===== config.mk =====
export PLATFORM = sky130hd
export DESIGN_NAME = sync_fifo
export DESIGN_NICKNAME = d
export VERILOG_FILES = /design/src/rtl/sync_fifo_pkg.sv /design/src/rtl/sync_fifo_mem.sv /design/src/rtl/sync_fifo.sv
export SDC_FILE = /design/constraint.sdc
export NUM_CORES = 1
export LEC_CHECK = 0
export BUFFER_PORTS_ARGS = -buffer_cell sky130_fd_sc_hd__buf_2
export CAP_MARGIN = 20
export CORE_MARGIN = 2
export CORE_UTILIZATION = 45
export CTS_BUF_LIST = sky130_fd_sc_hd__clkbuf_4 sky130_fd_sc_hd__clkbuf_8 sky130_fd_sc_hd__clkbuf_16
export DETAILED_ROUTE_END_ITERATION = 10
export PLACE_DENSITY_LB_ADDON = 0.1
export SLEW_MARGIN = 0
export SYNTH_ARGS = -nofsm -noshare
export SYNTH_HDL_FRONTEND = slang
export SYNTH_SLANG_ARGS = --single-unit

===== constraint.sdc =====
create_clock -name clk -period 2.79 [get_ports clk]
set_input_delay 0.279 -clock clk [delete_from_list [all_inputs] [get_ports clk]]
set_output_delay 0.279 -clock clk [all_outputs]
set_load 0.01 [all_outputs]

===== src/rtl/sync_fifo_pkg.sv =====
// Shared definitions for the synchronous FIFO: the pointer-width helper
// and the values the status outputs take while reset is asserted.
package sync_fifo_pkg;

    // Pointers carry one extra wrap bit above the memory address bits
    function automatic int ptr_width(input int depth);
        return $clog2(depth) + 1;
    endfunction

    localparam logic RST_EMPTY = 1'b1;
    localparam logic RST_FULL  = 1'b0;
    localparam logic RST_VALID = 1'b0;
    localparam logic RST_PULSE = 1'b0;

endpackage


===== src/rtl/sync_fifo_mem.sv =====
// Width x Depth dual-port register array. Storage is never reset; only the
// registered read port clears so the FIFO read data starts at zero.
module sync_fifo_mem
    import sync_fifo_pkg::*;
#(
    parameter int Width = 8,
    parameter int Depth = 16
) (
    input  logic                     clk,
    input  logic                     rst,
    input  logic                     we,
    input  logic [$clog2(Depth)-1:0] waddr,
    input  logic [Width-1:0]         wdata,
    input  logic                     re,
    input  logic [$clog2(Depth)-1:0] raddr,
    output logic [Width-1:0]         rdata
);

    logic [Width-1:0] mem [Depth];

    always_ff @(posedge clk) begin
        if (we) begin
            mem[waddr] <= wdata;
        end
    end

    // A same-address read and write returns the old word, which is what the
    // full FIFO needs when it pops and pushes in one cycle.
    always_ff @(posedge clk or posedge rst) begin
        if (rst) begin
            rdata <= '0;
        end else if (re) begin
            rdata <= mem[raddr];
        end
    end

endmodule


===== src/rtl/sync_fifo.sv =====
// Synchronous FIFO with registered read port, occupancy count and
// overflow/underflow pulses. Define SYNC_FIFO_ALMOST_EN for almost flags.
module sync_fifo
    import sync_fifo_pkg::*;
#(
    parameter int Width          = 8,
    parameter int Depth          = 16,
    parameter int AlmostFullThr  = Depth - 2,
    parameter int AlmostEmptyThr = 2
) (
    input  logic                         clk,
    input  logic                         rst,
    input  logic                         wrEn,
    input  logic [Width-1:0]             wrData,
    input  logic                         rdEn,
    output logic [Width-1:0]             rdData,
    output logic                         rdValid,
    output logic                         full,
    output logic                         empty,
    output logic [ptr_width(Depth)-1:0]  count,
`ifdef SYNC_FIFO_ALMOST_EN
    output logic                         almost_full,
    output logic                         almost_empty,
`endif
    output logic                         overflow,
    output logic                         underflow
);

    localparam int AddrW = $clog2(Depth);
    localparam int PtrW  = ptr_width(Depth);

    logic [PtrW-1:0] wr_ptr;
    logic [PtrW-1:0] rd_ptr;
    logic [PtrW-1:0] wr_ptr_nxt;
    logic [PtrW-1:0] rd_ptr_nxt;
    logic [PtrW-1:0] count_nxt;
    logic            wr_acc;
    logic            rd_acc;
    logic            full_nxt;
    logic            empty_nxt;

    // Acceptance uses only registered flags, so no input reaches an output
    // without passing through a flop.
    always_comb begin
        rd_acc     = rdEn && !empty;
        wr_acc     = wrEn && (!full || rd_acc);
        wr_ptr_nxt = wr_ptr + PtrW'(wr_acc);
        rd_ptr_nxt = rd_ptr + PtrW'(rd_acc);
        count_nxt  = count;
        if (wr_acc && !rd_acc) begin
            count_nxt = count + PtrW'(1);
        end else if (rd_acc && !wr_acc) begin
            count_nxt = count - PtrW'(1);
        end
        empty_nxt = (wr_ptr_nxt == rd_ptr_nxt);
        full_nxt  = (wr_ptr_nxt[PtrW-1] != rd_ptr_nxt[PtrW-1]) &&
                    (wr_ptr_nxt[AddrW-1:0] == rd_ptr_nxt[AddrW-1:0]);
    end

    always_ff @(posedge clk or posedge rst) begin
        if (rst) begin
            wr_ptr    <= '0;
            rd_ptr    <= '0;
            count     <= '0;
            empty     <= RST_EMPTY;
            full      <= RST_FULL;
            rdValid   <= RST_VALID;
            overflow  <= RST_PULSE;
            underflow <= RST_PULSE;
        end else begin
            wr_ptr    <= wr_ptr_nxt;
            rd_ptr    <= rd_ptr_nxt;
            count     <= count_nxt;
            empty     <= empty_nxt;
            full      <= full_nxt;
            rdValid   <= rd_acc;
            overflow  <= wrEn && !wr_acc;
            underflow <= rdEn && !rd_acc;
        end
    end

`ifdef SYNC_FIFO_ALMOST_EN
    logic almost_full_nxt;
    logic almost_empty_nxt;

    always_comb begin
        almost_full_nxt  = (int'(count_nxt) >= AlmostFullThr);
        almost_empty_nxt = (int'(count_nxt) <= AlmostEmptyThr);
    end

    // Thresholds are applied to the next count so the flags line up with count
    always_ff @(posedge clk or posedge rst) begin
        if (rst) begin
            almost_full  <= RST_FULL;
            almost_empty <= RST_EMPTY;
        end else begin
            almost_full  <= almost_full_nxt;
            almost_empty <= almost_empty_nxt;
        end
    end
`else
    localparam int unused_thr_sum = AlmostFullThr + AlmostEmptyThr;
`endif

    sync_fifo_mem #(
        .Width (Width),
        .Depth (Depth)
    ) u_mem (
        .clk   (clk),
        .rst   (rst),
        .we    (wr_acc),
        .waddr (wr_ptr[AddrW-1:0]),
        .wdata (wrData),
        .re    (rd_acc),
        .raddr (rd_ptr[AddrW-1:0]),
        .rdata (rdData)
    );

endmodule


Word-level counts from Yosys, hierarchy flattened. Memories as Yosys holds them, arrays and structs flattened. A register that Yosys moved wholly into a read port is not among the register bits. Cells that the tools add are included.

Register bits: 20. Memory bits (writable): 128. Input port bits: 12. Output and inout bits: 18. Word-level logic and storage cells: 33. Memories kept: 1.

Add/sub/neg operators: 4. Eq/ne operators: 3. Mux-type cells: 4. Reductions and logical operators: 13.

Memory list: u_mem.mem (words 16, bits a word 8, rd ports 1, clocked after memory_dff 1, wr ports 1, line sync_fifo_mem.sv:19) `logic [Width-1:0] mem [Depth];`.

Operator list (count): $add 5x1->5 (2); $mux 5 (2); $logic_and 1x1->1 (7); $add 5x1->5 const B (1); $eq 5x5->1 (1); $sub 5x1->5 const B (1); $eq 4x4->1 (1); $logic_not 1->1 (4); $mux 1 (2); $reduce_bool 2->1 (1); $logic_or 1x1->1 (1); $ne 1x1->1 (1).

Longest topological paths before layout. Gate-level depths: netlist of the first run.

Word-level depth: 8. Gate-level depth with buffers: 9. Mapped depth without buffers: 9.

Modules after synthesis. Synthesis of the first run repeated with hierarchy kept, for this count alone.

Cell total of the unflattened synthesis: 314. Area, all modules: 6262.3 µm².

By module, submodules not included: sync_fifo_mem (instances 1, cells each 241, area each 5335.1 µm², sequential area each 4043.9 µm²); sync_fifo (instances 1, cells each 73, area each 927.1 µm², sequential area each 501.7 µm²).

Worst setup path after synthesis of the first run. No wires, ideal clock.

Path kind: reg-to-reg. Start point: register empty. End point: register count[4]. Data arrival time: 2.309 ns. Required time: 2.710 ns. Path slack: 0.401 ns. Cell stages (with the launch flop): 10. Buffers on the path: 1. Cells stage by stage: dfstp_2 -> nand2b_4 -> clkbuf_1 -> ha_1 -> inv_1 -> fa_1 -> a21o_1 -> a21oi_1 -> mux2i_1 -> xnor2_1.

Cells in the longest elaborated chain, start to end: 7.

RTL lines: start: declaration (line sync_fifo.sv:19) `output logic empty,`; start signal: assignment (line sync_fifo.sv:74) `empty <= empty_nxt;`; $logic_not 1->1 * (line sync_fifo.sv:45) `rd_acc = rdEn && !empty;`; $logic_and 1x1->1 * (line sync_fifo.sv:45); $logic_or 1x1->1 (line sync_fifo.sv:46) `wr_acc = wrEn && (!full || rd_acc);`; $logic_and 1x1->1 (line sync_fifo.sv:46); $logic_not 1->1 (line sync_fifo.sv:52) `end else if (rd_acc && !wr_acc) begin`; $logic_and 1x1->1 (line sync_fifo.sv:52); $reduce_bool 2->1 (no line); end signal: assignment (line sync_fifo.sv:73) `count <= count_nxt;`; end: declaration (line sync_fifo.sv:20) `output logic [ptr_width(Depth)-1:0] count,`.

Every way passes the cells marked *; elsewhere a longest branch is shown, timed or not. A chain may end at the register's enable or synchronous reset.

Worst setup path after layout of the first run. Same ends and word-level chain as after synthesis.

==> reports/qor.csv, run 1 <==
stage,metric,value,unit
outcome,status,finished clean,
clocking,clk buf depth,2,
critical_path,Critical R2R Launch,empty,
global_routing,vias in the first global route,3528,
route,drt drc,0,
die,die width,122,µm
layout,flip-flop and latch area,4550,µm²
sta,Worst Skew,9.65,ps
sta,worst slew pin tran,600,ps
sta,relative slew slack,59.8,%
synth,register area share after synthesis,72.3,%
global_routing,GRT overflow,0,
min_path,WHS Endpoint,overflow,
route,Final ANT Viol Nets,0,
layout,"most common cell after layout, fill and taps aside",edfxtp_1,
critical_path,Worst setup EP type,flop,
critical_path,Worst Path Arrival,2720,ps
die,Total Die Area,14900,µm²
min_path,HP Class,input pin to flop,
global_routing,initial antenna violation count,0,
sta,Slew Limit Fails,0,
pwr,total power,8.03,mW
layout,fraction of layout instances using a drive strength above 1,20.8,%
route,Routed WL,13000,µm
clocking,"Reg clk slew, reported paths",60,ps
sta,crit path time final,2370,ps
place,HPWL Detailed,8500,µm
route,Initial DRT Pass Iterations,4,
global_routing,met3 Resource Use GR,4.88,%
global_routing,GR Util met1,25.3,%
synth,synth unique cells,38,
pwr,pwr/cell area,1080,nW/µm²
place,Placement Setup Slack,412,ps
critical_path,Worst setup SP type,flop,
sta,final period utilization,84.9,%
die,Core Region,13800,µm²
global_routing,GRT Max-Usage Layer,met2,
route,Via density,5.27,
route,drt wl/cell,20.2,µm
synth,syn avg cell area,16.0,µm²
synth,Syn Nets,414,
clocking,clock sink count,156,
critical_path,Reg2Reg Capture Point,count[4],
min_path,startpoint of the worst hold path,wrEn,
global_routing,met2 GRT Util,30.2,%
place,IO Port Bufs,29,
critical_path,Crit Path Max Fanout,13,
synth,"flops & latches, synth",156,
global_routing,largest net degree at the start of global routing,29,
die,chip height,122,µm
sta,final hold violation count,0,
layout,most frequent cells in the layout,"128 x edfxtp_1, 62 x mux2i_1, 34 x nand2_1",
sta,# setup viols final,0,
die,io pins,30,
critical_path,CP required,3140,ps
synth,Post-Synthesis Cell Area,6290,µm²
min_path,WHS Path Cells,2,
layout,fillers,1131,
sta,setup ws final,423,ps
die,row cnt,43,
global_routing,first-pass GRT wire length,20200,µm
die,starting density of the core,45.7,%
sta,RSZ-0062 raised after global routing,false,
layout,Diodes inserted,0,
clocking,clk_lat worst skew,430,ps
place,Placed Instances,608,
clocking,Inserted Clock Buffers,17,
critical_path,Crit Path Category,flop to flop,
route,via count,3383,
clocking,CTS tree,done,
critical_path,worst reg2reg path depth,9,
layout,"Area growth, synth to finish",17.8,%
global_routing,Global Route Usage Sum,19.2,%
synth,number of synthesis warnings,0,
sta,Fin Setup TNS,0,ps
sta,Max Freq,0.422,GHz
pwr,Pleak,2.84,nW
critical_path,R2R Setup Slk,420,ps
clocking,CTS HTree Levels,4,
layout,final core occ,53.8,%
synth,Synth Instances,393,
flow_run,max_cap viols,0,
place,GPL Wtd Cong,0.782,
pwr,VDD IR-drop max,0.558,mV
route,First DRT Iteration DRCs,288,
layout,Non-Filler Instances,642,
layout,area of the multi-input gates,1630,µm²
clocking,root buffer cell,clkbuf_16,
layout,Total Nets Final,470,
## worst max-delay path by stage
stage / from / to / slack (ps) / cells after the start
after floorplan: empty / count[4] / 400 / 9
after global placement: empty / count[4] / 440 / 9
after detailed placement: empty / count[4] / 410 / 9
after CTS: empty / count[4] / 400 / 9
after global routing: empty / count[4] / 170 / 9
final: empty / count[4] / 420 / 9
## critical path, cell delays in order, from the launching register on
cell	delay, ps
dfstp_2	370
nand2b_4	190
a21boi_2	290
ha_1	220
inv_1	100
fa_1	410
a21o_1	180
a21oi_1	170
mux2i_1	240
xnor2_1	130
## cells in the mapped netlist (all sizes together)
| cell | instances | area share, % |
|---|---|---|
| and2 | 2 | 0.22 |
| or3 | 1 | 0.18 |
| nand3b | 3 | 0.36 |
| a21boi | 1 | 0.18 |
| xnor2 | 6 | 0.84 |
| o211ai | 1 | 0.12 |
| nand2b | 3 | 0.42 |
| nand2 | 34 | 2.0 |
| fa | 1 | 0.32 |
| a21oi | 9 | 0.72 |
| nand3 | 19 | 1.5 |
| inv | 5 | 0.30 |
| a22oi | 15 | 1.8 |
| buf | 13 | 1.3 |
| nand4 | 8 | 0.80 |
| and3 | 1 | 0.10 |
| mux2i | 62 | 9.9 |
| mux4 | 2 | 0.84 |
| nor3 | 5 | 0.48 |
| dfstp | 1 | 0.42 |
| xor2 | 9 | 1.5 |
| edfxtp | 128 | 61 |
| nor2 | 16 | 0.96 |
| dfrtp | 27 | 11 |
| o21ai | 2 | 0.16 |
| nor2b | 2 | 0.20 |
| a21o | 2 | 0.24 |
| ha | 8 | 1.6 |
| mux2 | 1 | 0.18 |
| or3b | 1 | 0.14 |
| clkbuf | 4 | 0.24 |
| nor3b | 1 | 0.20 |
## power by group
part | total, mW | leakage (nW) | switching (mW) | internal (mW)
combinational | 2.30 | 1.02 | 1.31 | 0.997
clock | 2.45 | 0.319 | 0.861 | 1.59
sequential | 3.28 | 1.49 | 0.350 | 2.93
total | 8.03 | 2.84 | 2.52 | 5.51
## flip-flops by register name (all words and copies together) (netlist names)
register     count
rd_ptr           5
empty            1
wr_ptr           5
count            5
rdValid          1
overflow         1
u_mem.mem      128
underflow        1
full             1
u_mem.rdata      8
## stage by stage
stage / area, µm² / hold slack [ps]
floorplan: 6290 / 344
global placement: 6740 / 466
detailed placement: 6740 / 469
CTS: 7370 / 110
global route: 7410 / 119
finish: 7410 / 131
## routing by layer
layer | vias up | wire, µm
met3 | 10 | 517
met4 | 0 | 151
met1 | 1710 | 6030
met2 | 70 | 6290
li1 | 1593 | -
met5 | - | 0
## final cells by class
class / instances / area share, %
Clock buffer: 24 / 6.62
Clock inverter: 8 / 1.89
Timing Repair Buffer: 54 / 4.80
Inverter: 5 / 0.253
Tap cell: 180 / 3.04
Sequential cell: 156 / 61.4
Multi-Input combinational cell: 215 / 22.0
## kinds of logic after synthesis
kind of cell | Yosys count | share of synthesized area, %
DFF | 156 | 72.3
xor gates and xnor gates | 15 | 2.33
AOI/OAI and AO/OA | 30 | 3.20
muxes | 65 | 10.9
and+or+nand+nor | 96 | 7.58
adders and majority gates | 9 | 1.91
buffers and inverters | 22 | 1.81
## timing repair
action                                 CTS  global route
buffers inserted                         0             0
endpoints found under the hold margin    0            11
hold buffers                             0             1
gates resized for setup                  0             0
No activity file was read; power rests on OpenSTA's default activity.
==> inputs of run 2 (changes only) <==
ABC_AREA = 1   (was not set)
clock period = 2.1 ns   (was 2.79 ns; I/O delays follow)
==> run 2 against run 1 <==
Compared with the run above:
- die area up 3.4%
- synthesized area grew 3.5%
- non-clock buffer count increased by 12
- largest cell class unchanged
==> reports/qor.csv, run 2 <==
stage,metric,value,unit
synth,Area contributors post-synth,"edfxtp_1 59%, nand2_1 12%, dfrtp_1 10%, nand3_1 8.2%, ha_1 1.5%",
global_routing,first-pass GRT wire length,23100,µm
sta,Max Freq,0.503,GHz
global_routing,largest net degree at the start of global routing,36,
sta,Slew Limit Fails,0,
sta,final period utilization,94.7,%
critical_path,Crit Path Category,flop to flop,
route,First DRT Iteration DRCs,299,
sta,crit path time final,1990,ps
die,die width,124,µm
clocking,root buffer cell,clkbuf_16,
synth,syn avg cell area,11.4,µm²
die,Total Die Area,15400,µm²
layout,largest register by flop count,u_mem.mem,
route,drt drc,0,
layout,Total Nets Final,654,
synth,Post-synth EDFFs,128,
global_routing,Global Route Usage Sum,19.8,%
global_routing,vias in the first global route,4190,
clocking,CTS tree,done,
sta,final hold violation count,0,
pwr,Pleak,3.16,nW
pwr,pwr/cell area,1470,nW/µm²
synth,ys async rst share,17.9,%
synth,area fraction of the dominant cell type after synthesis,59.1,%
clocking,"Reg clk slew, reported paths",60,ps
clocking,clk buf depth,2,
critical_path,Worst Path Arrival,2350,ps
outcome,status,finished clean,
clocking,clk_lat worst skew,420,ps
clocking,CTS HTree Levels,4,
global_routing,GRT overflow,0,
synth,Syn Nets,594,
clocking,Inserted Clock Buffers,17,
sta,relative slew slack,50.6,%
synth,Post-Synthesis Cell Area,6510,µm²
die,chip height,124,µm
synth,"flops & latches, synth",156,
die,row cnt,43,
pwr,total power,11.3,mW
die,Core Region,14000,µm²
layout,"Area growth, synth to finish",18.1,%
layout,final core occ,54.9,%
route,drt wl/cell,17.9,µm
flow_run,max_cap viols,0,
layout,Diodes inserted,0,
synth,synth unique cells,23,
layout,Largest regs,"u_mem.mem x128, u_mem.rdata x8",
place,HPWL Detailed,9550,µm
layout,"most common cell after layout, fill and taps aside",nand2_1,
sta,worst slew pin tran,741,ps
synth,most frequent cells after synthesis,"214 x nand2_1, 128 x edfxtp_1, 107 x nand3_1",
synth,Synth Instances,573,
sta,Worst Skew,9.08,ps
synth,leading cell type by number of instances after synthesis,nand2_1,
min_path,HP Class,input pin to flop,
die,io pins,30,
pwr,VDD IR-drop max,0.666,mV
die,starting density of the core,46.5,%
place,IO Port Bufs,29,
layout,Largest register FFs,128,
layout,most frequent cells in the layout,"214 x nand2_1, 128 x edfxtp_1, 107 x nand3_1",
synth,register area share after synthesis,69.8,%
synth,top_reg_cell synth,edfxtp_1,
sta,# setup viols final,0,
critical_path,Worst setup SP type,flop,
synth,Synth area leader,edfxtp_1,
route,Routed WL,14700,µm
route,via count,4263,
route,Via density,5.16,
place,GPL Wtd Cong,0.780,
critical_path,Worst setup EP type,flop,
sta,RSZ-0062 raised after global routing,true,
route,Initial DRT Pass Iterations,5,
layout,fraction of layout instances using a drive strength above 1,17.3,%
critical_path,CP required,2460,ps
synth,number of synthesis warnings,0,
clocking,clock sink count,156,
route,Final ANT Viol Nets,0,
critical_path,Crit Path Max Fanout,4,
global_routing,initial antenna violation count,0,
==> run 2: changes by cell type after synthesis, sizes merged, moves of 8 or more <==
cell / delta
nand3: +88
buf: +12
mux2i: -62
a22oi: -15
nand2: +180
inv: +16
nand4: -8
==> run 2: where the power goes <==
group	internal [mW]	leakage (nW)	switching (mW)	total (mW)
combinational	1.37	1.35	2.58	3.95
clock	2.05	0.311	1.13	3.18
sequential	3.87	1.49	0.287	4.16
==> run 2: cell families (layout without fill, tap and decap cells) <==
| group | Yosys count | in the layout | share of synthesized area [%] |
|---|---|---|---|
| AND/OR/NAND/NOR | 345 | 345 | 22.1 |
| flip-flops | 156 | 156 | 69.8 |
| buffers and inverters | 46 | 119 | 3.75 |
| XOR/XNOR | 12 | 12 | 1.85 |
| adder cells (fa/ha/maj) | 9 | 9 | 1.85 |
| AO/OA/AOI/OAI | 5 | 5 | 0.615 |
==> run 2: worst paths after layout <==
kind | startpoint | to | slack, ps | cells past startpoint
max in group asynchronous | rst | u_mem.rdata[1] | 1020 | 4
min in group asynchronous | rst | underflow | 470 | 3
worst min register to register | u_mem.rdata[1] | u_mem.rdata[1] | 480 | 2
worst max-delay path | empty | count[4] | 110 | 12
worst max register to register | empty | count[4] | 110 | 12
worst min-delay path | wrEn | overflow | 110 | 3
==> run 2: critical path, stage by stage (launching register included) <==
cell     delay [ps]
dfstp_2         380
nor2_4          130
inv_4            60
a21oi_4         160
ha_2            200
inv_1            90
fa_2            350
nand2_1          90
nand2_1          70
a21oi_2         120
xor2_1          150
nand2_1          60
nand2_1          50
==> run 2: final cells by class <==
type,instances,area (µm²)
clock buffers,23,470
clock inverters,9,144
fillers,1198,6300
inverters,21,81.3
multi-input cells,371,1760
flip-flops and latches,156,4550
well taps,180,225
repair buffers,66,453
==> run 2: per-layer routing <==
layer | routed length (µm) | vias to the layer above | global-route usage, % | part of all wire [%]
li1 | - | 2063 | - | -
met1 | 6620 | 2089 | 26.6 | 45
met2 | 7330 | 100 | 32.9 | 50
met3 | 582 | 11 | 3.48 | 3.9
met4 | 218 | 0 | 6.41 | 1.5
met5 | 0 | - | 0 | 0
==> run 2: through the flow <==
stage	setup slack (ps)	TNS (ps)	area [µm²]	hold WS, ps	instances
global route	-17.9	-17.9	7680	104	826
detailed placement	-86.1	-86.1	6970	388	788
floorplan	0.640	0	6520	275	573
CTS	51.6	0	7630	81.9	824
finish	112	0	7680	105	826
global placement	-8.32	-8.32	6970	369	788
==> run 2: timing repair <==
action                                 4_1_cts  5_1_grt
endpoints found under the hold margin       19        0
resized for setup                            2        8
setup buffers                                2        2
hold buffers                                 2        0
pin swaps                                    1        1
setup endpoints to repair                    1        3
==> inputs of run 3 (changes only) <==
--- a/constraint.sdc
+++ b/constraint.sdc
@@ -3,2 +3,2 @@
 set_output_delay 0.21 -clock clk [all_outputs]
-set_load 0.01 [all_outputs]
+set_load 0.05 [all_outputs]
==> run 3 against run 2 <==
Compared with the run above:
- global-route usage rose by 0.32 points
- combinational power rose by 12%
- die area did not move
- flip-flop and latch count did not move
- final area fell by 1.4%
- wire length rose by 1.3%
- largest cell class unchanged
- largest power group is now combinational cells
==> reports/qor.csv, run 3 (synthesis results as in run 2) <==
stage,metric,value,unit
clocking,"Reg clk slew, reported paths",60,ps
die,Total Die Area,15400,µm²
sta,Hold Slack,78.0,ps
route,drt wl/cell,18.2,µm
clocking,CTS tree,done,
clocking,Inserted Clock Buffers,17,
route,Initial DRT Pass Iterations,5,
critical_path,Worst setup SP type,flop,
route,Via density,5.07,
place,Placement Setup Slack,-93.6,ps
die,die width,124,µm
sta,worst slew pin tran,874,ps
pwr,Pleak,3.09,nW
critical_path,Crit Path Category,flop to flop,
min_path,HP Class,input pin to flop,
global_routing,Global Route Usage Sum,20.1,%
global_routing,first-pass GRT wire length,23100,µm
sta,relative slew slack,41.6,%
sta,crit path time final,2010,ps
route,Routed WL,14900,µm
clocking,clk_lat worst skew,420,ps
pwr,total power,11.3,mW
critical_path,CP required,2460,ps
pwr,pwr/cell area,1490,nW/µm²
sta,final hold violation count,0,
die,starting density of the core,46.5,%
critical_path,Worst setup EP type,flop,
layout,Total Nets Final,651,
clocking,clock sink count,156,
layout,fillers,1228,
place,GPL Wtd Cong,0.858,
sta,RSZ-0062 raised after global routing,false,
sta,# setup viols final,0,
layout,Diodes inserted,0,
layout,Largest regs,"u_mem.mem x128, u_mem.rdata x8",
layout,largest register by flop count,u_mem.mem,
critical_path,R2R Setup Slk,90,ps
sta,final period utilization,95.7,%
layout,"most common cell after layout, fill and taps aside",nand2_1,
global_routing,largest net degree at the start of global routing,46,
sta,Fin Setup TNS,0,ps
clocking,CTS HTree Levels,4,
route,via count,4169,
outcome,status,finished clean,
global_routing,initial antenna violation count,0,
flow_run,max_cap viols,0,
pwr,VDD IR-drop max,0.645,mV
die,row cnt,43,
critical_path,Crit Path Max Fanout,5,
layout,fraction of layout instances using a drive strength above 1,17.4,%
sta,Worst Skew,9.51,ps
clocking,root buffer cell,clkbuf_16,
die,Core Region,14000,µm²
layout,Largest register FFs,128,
route,Final ANT Viol Nets,0,
global_routing,GRT overflow,0,
layout,most frequent cells in the layout,"212 x nand2_1, 128 x edfxtp_1, 106 x nand3_1",
die,io pins,30,
route,drt drc,0,
sta,Slew Limit Fails,0,
global_routing,vias in the first global route,4032,
die,chip height,124,µm
critical_path,Worst Path Arrival,2370,ps
place,IO Port Bufs,29,
route,First DRT Iteration DRCs,395,
clocking,clk buf depth,2,
layout,"Area growth, synth to finish",16.4,%
sta,setup ws final,89.5,ps
place,HPWL Detailed,9520,µm
sta,Max Freq,0.497,GHz
run 3: changes by cell type in the layout (fill, tap and decap cells not counted), sizes merged:
| cell | change |
|---|---|
| buf | -3 |
| bufinv | -4 |
| clkinv | +1 |
| clkinvlp | +2 |
| dlygate4sd3 | -1 |
| dlymetal6s4s | +1 |
run 3: critical path: stages, from the launching register on:
cell and delay [ps]:
dfstp_2 560, nor2_4 50, inv_4 60, buf_4 130
ha_4 130, inv_2 60, fa_2 370, nand2_2 90
nand2_2 60, a21oi_2 160, xor2_1 160, nand2_1 70
nand2_1 60
run 3: final timing paths:
| kind | from | endpoint | depth (start not counted) |
|---|---|---|---|
| worst min register to register | u_mem.rdata[3] | u_mem.rdata[3] | 2 |
| min in group asynchronous | rst | count[4] | 3 |
| worst min-delay path | wrEn | overflow | 3 |
| max in group asynchronous | rst | u_mem.rdata[1] | 4 |
| worst max register to register | empty | count[4] | 12 |
| worst max-delay path | empty | count[4] | 12 |
run 3: where the power goes:
group	switching [mW]	internal (mW)
Clock	1.13	1.57
Sequential	0.306	3.87
Combinational	3.06	1.35
run 3: layout make-up:
class	instances	area (µm²)	area share, %
clock buffer	23	470	6.21
clock inverter	8	47.5	0.628
inverter	21	81.3	1.07
multi-input combinational	371	1770	23.3
sequential	156	4550	60.0
tap	180	225	2.97
timing repair buffer	63	435	5.75
run 3: repair_timing:
action / in CTS / in global routing
pin swaps: 1 / 7
setup buffers: 1 / 5
hold buffers: 2 / 0
hold endpoints to repair: 11 / 0
cloned: 0 / 0
endpoints found under the setup margin: 2 / 3
gates resized for setup: 0 / 9
run 3: stage by stage:
| stage | utilization (%) | instance area, µm² | instances |
|---|---|---|---|
| 6_report | 54.2 | 7570 | 822 |
| 5_1_grt | 54.2 | 7570 | 822 |
| 4_1_cts | 53.7 | 7510 | 818 |
| 3_5_place_dp | 49.8 | 6960 | 784 |
| 3_3_place_gp | 49.8 | 6960 | 784 |
| 2_1_floorplan | - | 6530 | 573 |
run 3: routing by layer:
layer,track usage [%],vias up,share of wire (%)
met2,31.1,83,48
met3,4.12,16,3.6
met1,28.3,2020,47
met4,7.34,0,1.9
met5,0,-,0
li1,-,2050,-
